==> src/rtl/nibble_pkg.sv <==
// Shared types and the bit-order mapping helper for the nibble deserializer.
package nibble_pkg;

  typedef logic [3:0] nibble_t;
  typedef logic [1:0] bit_cnt_t;

  localparam int BITS_PER_NIBBLE = 4;
  localparam bit_cnt_t LAST_BIT = bit_cnt_t'(BITS_PER_NIBBLE - 1);

  // arrival[3] is the earliest received bit; result[3] drives a, result[0] drives d.
  function automatic nibble_t map_nibble(input nibble_t arrival, input logic msb_first);
    if (msb_first)
      return arrival;
    else
      return {arrival[0], arrival[1], arrival[2], arrival[3]};
  endfunction

endpackage

==> src/rtl/nibble_out_reg.sv <==
// Output holding register: presents one nibble under a valid/ready handshake,
// allowing a new nibble to load in the same cycle the current one is taken.
module nibble_out_reg
  import nibble_pkg::*;
(
  input  logic    clk,
  input  logic    rst,
  input  logic    load,
  input  nibble_t load_nib,
  input  logic    out_ready,
  output nibble_t nib_p1,
  output logic    vld_p1
);

  // Load only happens when empty or being emptied, so load wins over unload.
  always_ff @(posedge clk or posedge rst) begin
    if (rst) begin
      nib_p1 <= '0;
      vld_p1 <= 1'b0;
    end else if (load) begin
      nib_p1 <= load_nib;
      vld_p1 <= 1'b1;
    end else if (vld_p1 && out_ready) begin
      vld_p1 <= 1'b0;
    end
  end

endmodule

==> src/rtl/nibble_deser.sv <==
// Serial-to-parallel front stage: assembles a 1-bit stream into nibbles on a..d
// with valid/ready handshakes on both sides and a wrapping delivered-nibble count.
module nibble_deser
  import nibble_pkg::*;
#(
  parameter int MSB_FIRST = 1,
  parameter int CNT_W     = 8
) (
  input  logic             clk,
  input  logic             rst,
  input  logic             din,
  input  logic             din_valid,
  output logic             din_ready,
  input  logic             flush,
  output logic             a,
  output logic             b,
  output logic             c,
  output logic             d,
  output logic             out_valid,
  input  logic             out_ready,
  output logic [CNT_W-1:0] nib_count
);

  localparam logic [CNT_W-1:0] CNT_ONE = {{(CNT_W-1){1'b0}}, 1'b1};

  bit_cnt_t   bit_cnt_p0;
  logic [2:0] partial_p0;
  logic       bit_xfer;
  logic       load;
  nibble_t    load_nib;
  nibble_t    nib_p1;
  logic       vld_p1;

  // The fourth bit needs room in the output register; flush always drains the input.
  assign din_ready = flush || !((bit_cnt_p0 == LAST_BIT) && vld_p1 && !out_ready);
  assign bit_xfer  = din_valid && din_ready;
  assign load      = bit_xfer && !flush && (bit_cnt_p0 == LAST_BIT);
  assign load_nib  = map_nibble({partial_p0, din}, MSB_FIRST != 0);

  // Stage p0: bit counter and partial shift register
  always_ff @(posedge clk or posedge rst) begin
    if (rst) begin
      bit_cnt_p0 <= '0;
      partial_p0 <= '0;
    end else if (flush) begin
      bit_cnt_p0 <= '0;
      partial_p0 <= '0;
    end else if (bit_xfer) begin
      bit_cnt_p0 <= bit_cnt_p0 + 2'd1;
      partial_p0 <= {partial_p0[1:0], din};
    end
  end

  always_ff @(posedge clk or posedge rst) begin
    if (rst)
      nib_count <= '0;
    else if (load)
      nib_count <= nib_count + CNT_ONE;
  end

  // Stage p1: output holding register
  nibble_out_reg u_out_reg (
    .clk       (clk),
    .rst       (rst),
    .load      (load),
    .load_nib  (load_nib),
    .out_ready (out_ready),
    .nib_p1    (nib_p1),
    .vld_p1    (vld_p1)
  );

  assign {a, b, c, d} = nib_p1;
  assign out_valid    = vld_p1;

endmodule
==> config.mk <==
export PLATFORM = sky130hd
export DESIGN_NAME = nibble_deser
export DESIGN_NICKNAME = d
export VERILOG_FILES = /design/src/rtl/nibble_pkg.sv /design/src/rtl/nibble_out_reg.sv /design/src/rtl/nibble_deser.sv
export SDC_FILE = /design/constraint.sdc
export NUM_CORES = 1
export LEC_CHECK = 0
export BUFFER_PORTS_ARGS = -buffer_cell sky130_fd_sc_hd__buf_2
export CAP_MARGIN = 20
export CORE_MARGIN = 2
export CORE_UTILIZATION = 54
export CTS_CLUSTER_DIAMETER = 200
export DETAILED_ROUTE_END_ITERATION = 12
export GPL_TIMING_DRIVEN = 0
export PLACE_DENSITY = 0.81
export RECOVER_POWER = 25
export SYNTH_ARGS = -nofsm -noshare
export SYNTH_HDL_FRONTEND = slang
export SYNTH_SLANG_ARGS = --single-unit
==> constraint.sdc <==
create_clock -name clk -period 4.2 [get_ports clk]
set_input_delay 0.63 -clock clk [delete_from_list [all_inputs] [get_ports clk]]
set_output_delay 0.63 -clock clk [all_outputs]
set_load 0.01 [all_outputs]
==> run metrics, run 1 <==
routed vias=601; total global routing track utilization=0.1765; CP cell instances=ha_1, and4bb_4, inv_1, buf_2; Post-Synthesis Cells=67; Setup Crit Path Kind=register to output port; Hold Crit Class=input pin to async pin; commonest non-fill, non-tap cell in the layout=buf_2; slowest CP cell=dfrtp_1; Sink Count=18; startpoint types=register; Buf/Inv on CP=2; H-tree levels=1; Final GP Congestion=0.7530; Worst VDD drop=0.2932 mV; Core Region=1350 um2; number of setup buffers added after CTS=0; final WL=1436 um; Ant. Diodes=0; Yosys Warn Count=0; RSZ-0062 raised after global routing=no; Placement Rows=13; Die Y=42.57 um; PD cells=336.8 nW/um2; PostCTS Resize Cnt=0; I/O Buffers=19; DIE AREA=1812 um2; first-pass GRT wire length=2380 um; HPWL after DPL=951.9 um; Slew Limit Fails=0; drt initial violations=28; Tmin final=2.120 ns; Tot Pwr=0.0003211 W; met3 WL=96 um; crit path capture type=output port; initial antenna violation count=0; Initial Utilization=0.5950; Crit path largest cell delay=0.41 ns; WL/cell=13.68 um; Leak=0.5476 nW; CTS Buffer Depth=2; status=finished clean; Final Hold Fails=0; proportion of layout cells with a drive suffix above 1=0.3556; CP Max Fanout=7; Nets=99; endpoints failing setup=0; Top delay family on crit path=flip-flops; cts bufs inserted=3; final setup TNS=0 ns; Die W=42.57 um; capturing point of the worst reg2reg path=u_out_reg.nib_p1[3]$_DFFE_PP0P_; Top Layer Used=met4; Synth Cell Area=803.3 um2; Worst slew margin=0.5575; Clock Latency Late Sink=0.29 ns; clock root buffer=clkbuf_4; maxcap violations=0; CTS tree=yes; GR Overflow Total=0; I/O pins=20; DR vias/cell=5.724; syn_area_per_cell=11.99 um2; met1 wire length=673 um; largest net degree at the start of global routing=19; number of distinct library cells after synthesis=20; CP arrival=1.49 ns; most frequent cells in the layout=buf_2 (20), dfrtp_1 (18), xor2_1 (7), nand3_1 (7); r2r startpoint=bit_cnt_p0[0]$_DFFE_PP0P_; post-synthesis sequential area ratio=0.5607; Worst Path Required=3.57 ns; Routed Antenna Nets=0; DR WL met2=625 um; FF-to-FF path depth=4; Max Clock Freq=0.4718 GHz; Reg clk slew, reported paths=0.11 ns; vias in the first global route=544; number of remaining DRC errors=0; Yosys reg bits=18; Worst R2R Setup Slack=2.69 ns; DR pass1 iterations=4; Worst Tran Pin Value=0.6631 ns; # hold bufs at CTS=0; Synth-to-Final Area Change=18.69%; fin crit share=0.5047; Fin Clk Skew=0.007870 ns; Mapped Nets=75
cells in the mapped netlist:
master,count,share of area
a21oi_1,5,0.031
and4bb_4,1,0.020
buf_2,1,0.0062
dfrtp_1,18,0.56
ha_1,2,0.031
inv_1,3,0.014
mux2_2,5,0.070
nand2_1,1,0.0047
nand3_1,7,0.044
nand3b_4,1,0.025
nand4_1,1,0.0078
nor2_2,1,0.0078
nor2b_1,1,0.0078
nor3_1,2,0.012
nor3b_1,1,0.0093
nor4_1,3,0.023
o21ai_0,5,0.031
or2b_1,1,0.0093
or3_1,1,0.0078
xor2_1,7,0.076
layer usage:
metal  track usage  vias to the layer above
met5             0                        -
met2        0.2677                       32
met4       0.09375                        0
li1              -                      289
met3       0.02586                        6
met1        0.2430                      274
metrics by stage:
| step | setup slack [ns] | hold slack [ns] | cell area (um2) | cells | util |
|---|---|---|---|---|---|
| floorplan | 2.505 | 0.4728 | 803.3 | 67 | - |
| global placement | 2.217 | 0.4502 | 917.1 | 101 | 0.6793 |
| detailed placement | 2.214 | 0.4585 | 917.1 | 101 | 0.6793 |
| CTS | 2.083 | 0.4246 | 953.4 | 105 | 0.7062 |
| global route | 2.037 | 0.4775 | 953.4 | 105 | 0.7062 |
| finish | 2.080 | 0.4106 | 953.4 | 105 | 0.7062 |
how the worst max path moves through the flow:
stage	startpoint	end	slack, ns	cells past startpoint
2_1_floorplan	out_ready	din_ready	2.50	2
3_5_place_dp	flush	din_ready	2.21	4
6_report	bit_cnt_p0[0]$_DFFE_PP0P_	din_ready	2.08	4
5_1_grt	bit_cnt_p0[0]$_DFFE_PP0P_	din_ready	2.04	4
3_3_place_gp	flush	din_ready	2.22	4
4_1_cts	bit_cnt_p0[0]$_DFFE_PP0P_	din_ready	2.08	4
power by group:
group	internal, W	switching, W	total (W)
clock	0.0000528	0.0000528	0.000106
combinational	0.0000127	0.0000155	0.0000282
sequential	0.000181	0.00000643	0.000187
logic make-up (layout without fill, tap and decap cells):
family | Yosys count | count (layout) | share of synthesized area
compound gates | 10 | 10 | 0.06230
buf+inv | 4 | 27 | 0.02024
fa+ha+maj | 2 | 2 | 0.03115
flops | 18 | 18 | 0.5607
mux | 5 | 5 | 0.07009
xor+xnor | 7 | 7 | 0.07633
simple gates | 21 | 21 | 0.1792
sequential cells by signal, indices dropped and copies added, names as in the netlist:
| name | flops |
|---|---|
| nib_count | 8 |
| u_out_reg.nib_p1 | 4 |
| partial_p0 | 3 |
| bit_cnt_p0 | 2 |
| u_out_reg.vld_p1 | 1 |
layout make-up:
class / count / area (um2)
tap: 15 / 18.77
buffer: 1 / 5.005
clock buffer: 4 / 36.28
multi-input combinational: 45 / 336.6
sequential: 18 / 450.4
timing repair buffer: 19 / 95.09
fill: 102 / 396.6
inverter: 3 / 11.26
No activity file was read; power rests on OpenSTA's default activity.
==> inputs of run 2 (changes only) <==
--- a/config.mk
+++ b/config.mk
@@ -8,11 +8,11 @@
 export BUFFER_PORTS_ARGS = -buffer_cell sky130_fd_sc_hd__buf_2
 export CAP_MARGIN = 20
 export CORE_MARGIN = 2
-export CORE_UTILIZATION = 54
+export CORE_UTILIZATION = 50
 export CTS_CLUSTER_DIAMETER = 200
 export DETAILED_ROUTE_END_ITERATION = 12
 export GPL_TIMING_DRIVEN = 0
-export PLACE_DENSITY = 0.81
+export PLACE_DENSITY = 0.76
 export RECOVER_POWER = 25
 export SYNTH_ARGS = -nofsm -noshare
 export SYNTH_HDL_FRONTEND = slang
==> constraint.sdc (replaced) <==
create_clock -name clk -period 2.2 [get_ports clk]
set_input_delay 0.33 -clock clk [delete_from_list [all_inputs] [get_ports clk]]
set_output_delay 0.33 -clock clk [all_outputs]
set_load 0.01 [all_outputs]
==> run metrics, run 2 (synthesis results as in run 1) <==
Hold Crit Class=input pin to async pin (unchanged); Ant. Diodes=0 (unchanged); DIE AREA=1943 um2 (was 1812 um2); Worst Path Required=1.87 ns (was 3.57 ns); Synth-to-Final Area Change=18.85% (was 18.69%); DR pass1 iterations=4 (unchanged); Slew Limit Fails=0 (unchanged); startpoint types=register (unchanged); Final Hold Fails=0 (unchanged); Clock Latency Late Sink=0.28 ns (was 0.29 ns); r2r startpoint=bit_cnt_p0[0]$_DFFE_PP0P_ (unchanged); commonest non-fill, non-tap cell in the layout=buf_2 (unchanged); endpoints failing setup=0 (unchanged); drt initial violations=5 (was 28); clock root buffer=clkbuf_4 (unchanged); first-pass GRT wire length=2546 um (was 2380 um); status=finished clean (unchanged); Die Y=44.08 um (was 42.57 um); Die W=44.08 um (was 42.57 um); Largest regs=nib_count x8, u_out_reg.nib_p1 x4, partial_p0 x3 (unchanged); Max Clock Freq=0.5619 GHz; Nets=99 (unchanged); RSZ-0062 raised after global routing=no (unchanged); Worst Setup SP=bit_cnt_p0[0]$_DFFE_PP0P_ (unchanged); I/O Buffers=19 (unchanged); CTS tree=yes (unchanged); maxcap violations=0 (unchanged); FF-to-FF path depth=4 (unchanged); HPWL after DPL=1030 um (was 951.9 um); number of setup buffers added after CTS=0 (unchanged); total global routing track utilization=0.1772 (was 0.1765); final hold slack=0.1312 ns (was 0.4106 ns); Worst Tran Pin Value=0.6867 ns (was 0.6631 ns); number of remaining DRC errors=0 (unchanged); Sink Count=18 (unchanged); CP Max Fanout=7 (unchanged); cts bufs inserted=3 (unchanged); Worst R2R Setup Slack=0.70 ns (was 2.69 ns); Leak=0.5476 nW (unchanged); Tot Pwr=0.0006134 W (was 0.0003211 W); routed vias=578 (was 601); WL/cell=13.52 um (was 13.68 um); Fin Clk Skew=0.001322 ns (was 0.007870 ns); max reg flops=8 (unchanged); Initial Utilization=0.5332 (was 0.5950); PostCTS Resize Cnt=0 (unchanged); DR vias/cell=5.453 (was 5.724); Setup Crit Path Kind=register to output port (unchanged); Biggest register=nib_count (unchanged); Routed Antenna Nets=0 (unchanged); Worst slew margin=0.5417 (was 0.5575); Placement Rows=14 (was 13); H-tree levels=1 (unchanged); fin crit share=0.8089; # hold bufs at CTS=0 (unchanged); largest net degree at the start of global routing=19 (unchanged); GR Overflow Total=0 (unchanged); I/O pins=20 (unchanged); PD cells=642.5 nW/um2 (was 336.8 nW/um2); proportion of layout cells with a drive suffix above 1=0.3556 (unchanged); CP arrival=1.45 ns (was 1.49 ns); final setup TNS=0 ns (unchanged); crit path capture type=output port (unchanged); final WL=1433 um (was 1436 um); Core Region=1506 um2 (was 1350 um2); Worst VDD drop=0.3910 mV (was 0.2932 mV); most frequent cells in the layout=buf_2 (20), dfrtp_1 (18), xor2_1 (7), nand3_1 (7) (unchanged); capturing point of the worst reg2reg path=u_out_reg.nib_p1[2]$_DFFE_PP0P_ (was u_out_reg.nib_p1[3]$_DFFE_PP0P_); Reg clk slew, reported paths=0.10 ns (was 0.11 ns); Final GP Congestion=0.7013 (was 0.7530); initial antenna violation count=0 (unchanged); Tmin final=1.780 ns; vias in the first global route=574 (was 544); CTS Buffer Depth=2 (unchanged)
## run 2: cell counts in the layout (fill, tap and decap cells not counted)
Identical to the previous run, type by type.
## run 2: cell type report
type	count	area [um2]
buffer	1	5.005
multi-input combinational	45	336.6
sequential	18	450.4
inverter	3	11.26
clock buffer	4	36.28
tap	16	20.02
timing repair buffer	19	95.09
fill	127	551.8
## run 2: report_power, final
group	leakage, nW	internal (W)	switching (W)
sequential	0.248	0.000346	0.0000119
clock	0.0210	0.000101	0.000101
combinational	0.279	0.0000245	0.0000301
total	0.548	0.000471	0.000143
## run 2: routing by layer
layer	up-vias	track usage	routed length, um
met1	279	0.2581	706
met5	-	0	0
met3	2	0.02449	45
met4	0	0.07273	22
met2	10	0.2676	659
li1	287	-	-
## run 2: worst max-delay path, stage by stage, from the launching register on
cell and delay (ns):
dfrtp_1 0.41, ha_1 0.24, and4bb_4 0.23, inv_1 0.13
buf_2 0.15
## run 2: per-stage QoR
stage	instances	area (um2)	utilization	setup slack (ns)
6_report	106	954.7	0.6337	0.4205
5_1_grt	106	954.7	0.6337	0.2993
4_1_cts	106	954.7	0.6337	0.4032
3_5_place_dp	102	918.4	0.6096	0.6985
3_3_place_gp	102	918.4	0.6096	0.7124
2_1_floorplan	67	803.3	-	0.8049
## run 2: worst max path at each step
stage                                       to  slack [ns]  cells after the start
4_1_cts                              din_ready        0.40                      4
3_5_place_dp   u_out_reg.nib_p1[2]$_DFFE_PP0P_        0.70                      4
2_1_floorplan  u_out_reg.nib_p1[0]$_DFFE_PP0P_        0.80                      4
6_report                             din_ready        0.42                      4
3_3_place_gp   u_out_reg.nib_p1[2]$_DFFE_PP0P_        0.71                      4
5_1_grt                              din_ready        0.30                      4
